**config.mk**
```make
export PLATFORM = sky130hd
export DESIGN_NAME = alu
export DESIGN_NICKNAME = d
export VERILOG_FILES = /design/src/rtl/alu.sv
export SDC_FILE = /design/constraint.sdc
export NUM_CORES = 1
export LEC_CHECK = 0
export ABC_CLOCK_PERIOD_IN_PS = 9840
export CAP_MARGIN = 20
export CORE_MARGIN = 4
export CORE_UTILIZATION = 55
export DETAILED_ROUTE_END_ITERATION = 10
export PLACE_DENSITY = 0.81
export SLEW_MARGIN = 15
export SYNTH_ARGS = -nofsm -noshare
export SYNTH_HDL_FRONTEND = slang
export SYNTH_SLANG_ARGS = --single-unit
```
**constraint.sdc**
```tcl
create_clock -name clk -period 9.84 [get_ports clk]
set_input_delay 1.968 -clock clk [delete_from_list [all_inputs] [get_ports clk]]
set_output_delay 1.968 -clock clk [all_outputs]
set_load 0.01 [all_outputs]
```
**src/rtl/alu.sv**
```systemverilog
// Registered 32-bit execute-stage ALU with exception-code merge.
// Optional macro ALU_OVERFLOW_EXC_EN enables signed ADD/SUB overflow -> Ov (12).
module alu (
  input  logic        clk,
  input  logic        reset,
  input  logic [31:0] rs,
  input  logic [31:0] rt,
  input  logic [2:0]  ALUop,
  input  logic [5:0]  ExcCodeA,
  output logic [31:0] result,
  output logic [5:0]  ExcCodeE
);

  localparam int unsigned DW  = 32;
  localparam int unsigned OPW = 3;
  localparam int unsigned EW  = 6;

  localparam logic [OPW-1:0] OP_ADD  = OPW'(0);
  localparam logic [OPW-1:0] OP_SUB  = OPW'(1);
  localparam logic [OPW-1:0] OP_OR   = OPW'(2);
  localparam logic [OPW-1:0] OP_AND  = OPW'(3);
  localparam logic [OPW-1:0] OP_SLT  = OPW'(4);
  localparam logic [OPW-1:0] OP_SLTU = OPW'(5);
  localparam logic [OPW-1:0] OP_LUI  = OPW'(6);
  localparam logic [OPW-1:0] OP_XOR  = OPW'(7);

  logic [DW-1:0] sum_c;
  logic [DW-1:0] diff_c;
  logic [DW-1:0] res_c;
  logic [EW-1:0] exc_c;

  assign sum_c  = rs + rt;
  assign diff_c = rs - rt;

  // Operation select; ADD/SUB always produce the wrapped value.
  always_comb begin
    res_c = '0;
    case (ALUop)
      OP_ADD:  res_c = sum_c;
      OP_SUB:  res_c = diff_c;
      OP_OR:   res_c = rs | rt;
      OP_AND:  res_c = rs & rt;
      OP_SLT:  res_c = DW'($signed(rs) < $signed(rt));
      OP_SLTU: res_c = DW'(rs < rt);
      OP_LUI:  res_c = {rt[15:0], 16'h0000};
      OP_XOR:  res_c = rs ^ rt;
      default: res_c = '0;
    endcase
  end

`ifdef ALU_OVERFLOW_EXC_EN
  localparam logic [EW-1:0] EXC_OV = EW'(12);
  logic ovf_c;

  // Earlier-stage exceptions take priority over a local overflow.
  always_comb begin
    ovf_c = 1'b0;
    exc_c = ExcCodeA;
    if (ALUop == OP_ADD)
      ovf_c = (rs[DW-1] == rt[DW-1]) && (sum_c[DW-1] != rs[DW-1]);
    else if (ALUop == OP_SUB)
      ovf_c = (rs[DW-1] != rt[DW-1]) && (diff_c[DW-1] != rs[DW-1]);
    if (ExcCodeA == '0)
      exc_c = ovf_c ? EXC_OV : '0;
  end
`else
  assign exc_c = ExcCodeA;
`endif

  // EX/MEM boundary registers.
  always_ff @(posedge clk) begin
    if (reset) begin
      result   <= '0;
      ExcCodeE <= '0;
    end else begin
      result   <= res_c;
      ExcCodeE <= exc_c;
    end
  end

endmodule

```
==> results.py <==
metrics = {
    "die": {
        "pin_count": 113,
        "start_util_pct": 57.3,
        "rows": 38,
        "fp.dieH_um": 115,
        "core_area_um2": 11000,
        "die_area_um2": 13300,
        "die_w_um": 115,
    },
    "yosys": {
        "yosysTopAreaCell": "ha_1",
        "ys_seq_elements": 38,
        "yosysMostFrequentCell": "inv_1",
        "async_reset_ff_share_pct": 0,
        "synth_area_um2": 6320,
        "yosysUniqueCellTypes": 71,
        "syn_nets": 1031,
        "seq_area_frac_synth_pct": 12.0,
        "synth_edf_count": 0,
        "yosys-top-cells-count": "inv_1 (113), ha_1 (96), a21oi_1 (84), nor2_1 (69), o21ai_0 (56)",
        "postSynthCellCount": 858,
        "synth.area.top_cells": "ha_1 (19%), dfxtp_1 (12%), inv_1 (6.7%)",
        "synth.top_cell.area_share_pct": 19.0,
        "yosysWarningCount": 0,
        "ys.flop_type": "dfxtp_1",
        "synth_area_per_cell_um2": 7.36,
    },
    "sta": {
        "min_period_over_period_pct": 53.0,
        "min_period_ns": 5.22,
        "rsz0062_at_grt": "no",
        "final_max_slew_viol_count": 0,
        "fin_ws_ns": 4.62,
        "hold_violations": 0,
        "setup_viol": 0,
        "fmax_mhz": 192,
        "tns_ns": 0,
        "slew_headroom_pct": 53.8,
        "worstMarginPinSlew_ns": 0.675,
    },
    "clock_tree": {
        "numCtsBuffers": 5,
        "clk_pin_slew_worst_paths_ns": 0.07,
        "htree_levels": 2,
        "post_cts_buffers": 0,
        "cts_max_path_buffers": 2,
        "ctsRootBufferMaster": "clkbuf_16",
        "cts_num_sinks": 38,
        "cts_hold_repair.buffers": 0,
        "tritoncts": "built",
        "cts_resized": 0,
    },
    "detailed_routing": {
        "drc": 0,
        "detail-route-antenna-nets": 0,
        "vias_per_cell": 6.34,
        "totalWireLength_um": 21300,
        "vias": 6819,
        "first_pass_iters": 6,
        "wl_per_cell_um": 19.8,
        "dr.first_iter.drc_count": 698,
    },
    "global_route": {
        "met1_usage_pct": 46.4,
        "antenna_found_initial": 0,
        "grt_pass1_vias": 6101,
        "grt_max_degree": 51,
        "grt_busiest_layer": "met2",
        "grt_first_pass_wirelength_um": 33200,
        "grt.met2_usage_pct": 46.9,
        "met3_usage_pct": 7.47,
        "grt_overflow_total": 0,
        "grt_usage_pct": 31.7,
    },
    "run": {
        "cap_violations": 0,
    },
    "critical_path": {
        "slowest_delay_ns": 0.62,
        "crit_required_ns": 10.01,
        "endpoint_kind": "flop",
        "crit_chain": "clkdlybuf4s50_1, ha_1, inv_1, fa_1, nor2b_1, o31a_1, o31ai_1, a2111oi_0, nor3_1, o41ai_1, xnor2_1, a32oi_1, a21oi_1",
        "critPathArrivalTime_ns": 5.38,
        "slowest_stage": "a2111oi_0",
        "critical_path.startpoint_type": "input port",
        "worstPathMaxFanout": 4,
        "criticalPathCategory": "in -> reg",
    },
    "placed_design": {
        "dpl_worst_slack_ns": 4.42,
        "dp_hpwl_um": 16200,
        "port_buffers": 112,
        "placed_cells": 1068,
        "placed_area_um2": 7460,
        "gp_congestion": 1.00,
    },
    "cells_and_area": {
        "instances_no_fill": 1076,
        "n_fill_cell": 973,
        "post-route-util_pct": 69.0,
        "synthToLayoutAreaGrowth_pct": 20.5,
        "drive_gt1_share_pct": 5.77,
        "antenna_cells": 0,
        "final_area_um2": 7610,
        "fin_nets": 1108,
    },
    "worst_hold_path": {
        "hold_class": "in -> reg",
    },
    "power": {
        "power_density_nw_per_um2": 97.1,
        "peakVddDrop_mv": 0.0901,
        "p_leak_nw": 3.30,
    },
    "status": {
        "status": "complete, no violations",
    },
}
-- flip-flops by register name (all words and copies together) (netlist names) --
signal	flops
ExcCodeE	6
result	32
-- critical path: cells and delay by family --
family | cells | cell delay [ns]
AOI/OAI and AO/OA | 6 | 1.61
buffers and inverters | 2 | 0.65
xor gates and xnor gates | 1 | 0.11
and+or+nand+nor | 2 | 0.40
adders and majority gates | 2 | 0.65
-- stage by stage --
stage / power [mW] / hold WS, ns
2_1_floorplan: 0.424 / 2.10
4_1_cts: 0.731 / 2.22
6_report: 0.739 / 2.22
3_3_place_gp: 0.550 / 2.53
3_5_place_dp: 0.551 / 2.53
5_1_grt: 0.780 / 2.23
-- where the power goes --
group | leakage, nW | switching (mW) | internal, mW | total [mW]
Clock | 0.0729 | 0.0788 | 0.101 | 0.180
Sequential | 0.314 | 0.00371 | 0.167 | 0.170
Combinational | 2.91 | 0.222 | 0.167 | 0.389
Total | 3.30 | 0.304 | 0.435 | 0.739
-- placed cells by master (no fill, tap or decap), types with 7 or more instances in the layout --
master / n
dfxtp_1: 38
xnor2_1: 31
a211oi_1: 18
inv_1: 113
a31oi_1: 9
or3_1: 7
nor4_1: 10
o21bai_1: 8
a221oi_1: 8
a21oi_1: 84
mux4_2: 14
nand2_1: 52
nor2b_1: 14
clkdlybuf4s50_1: 110
o21ai_0: 56
a22oi_1: 11
o211ai_1: 8
buf_4: 7
a21o_1: 12
nand3_1: 15
nand2b_1: 8
nor3_1: 18
ha_1: 96
nor2_1: 69
-- final timing paths --
check / startpoint / end / slack [ns] / depth (start not counted)
worst max-delay path: rt[0] / result[28] / 4.62 / 13
worst min-delay path: ExcCodeA[1] / ExcCodeE[1] / 2.22 / 2
-- kinds of logic after synthesis --
group	after synthesis	share of synthesized area, %
compound gates	283	30.4
simple gates	215	16.3
buf+inv	166	10.2
fa+ha+maj	98	19.7
flops	38	12.0
xor+xnor	35	4.85
mux	23	6.52
-- cell type report --
type / count / area (µm²) / area share (%)
clock inverter: 2 / 12.5 / 0.164
sequential: 38 / 761 / 10.0
multi-input combinational: 654 / 4910 / 64.6
clock buffer: 6 / 139 / 1.83
tap: 140 / 175 / 2.30
inverter: 117 / 444 / 5.84
timing repair buffer: 119 / 1160 / 15.3
-- metal layers --
metal	vias up	wire, µm
met1	3119	9100
met4	0	632
met2	441	8860
met3	48	2700
li1	3211	-
met5	-	0
No activity file was read; power rests on OpenSTA's default activity.
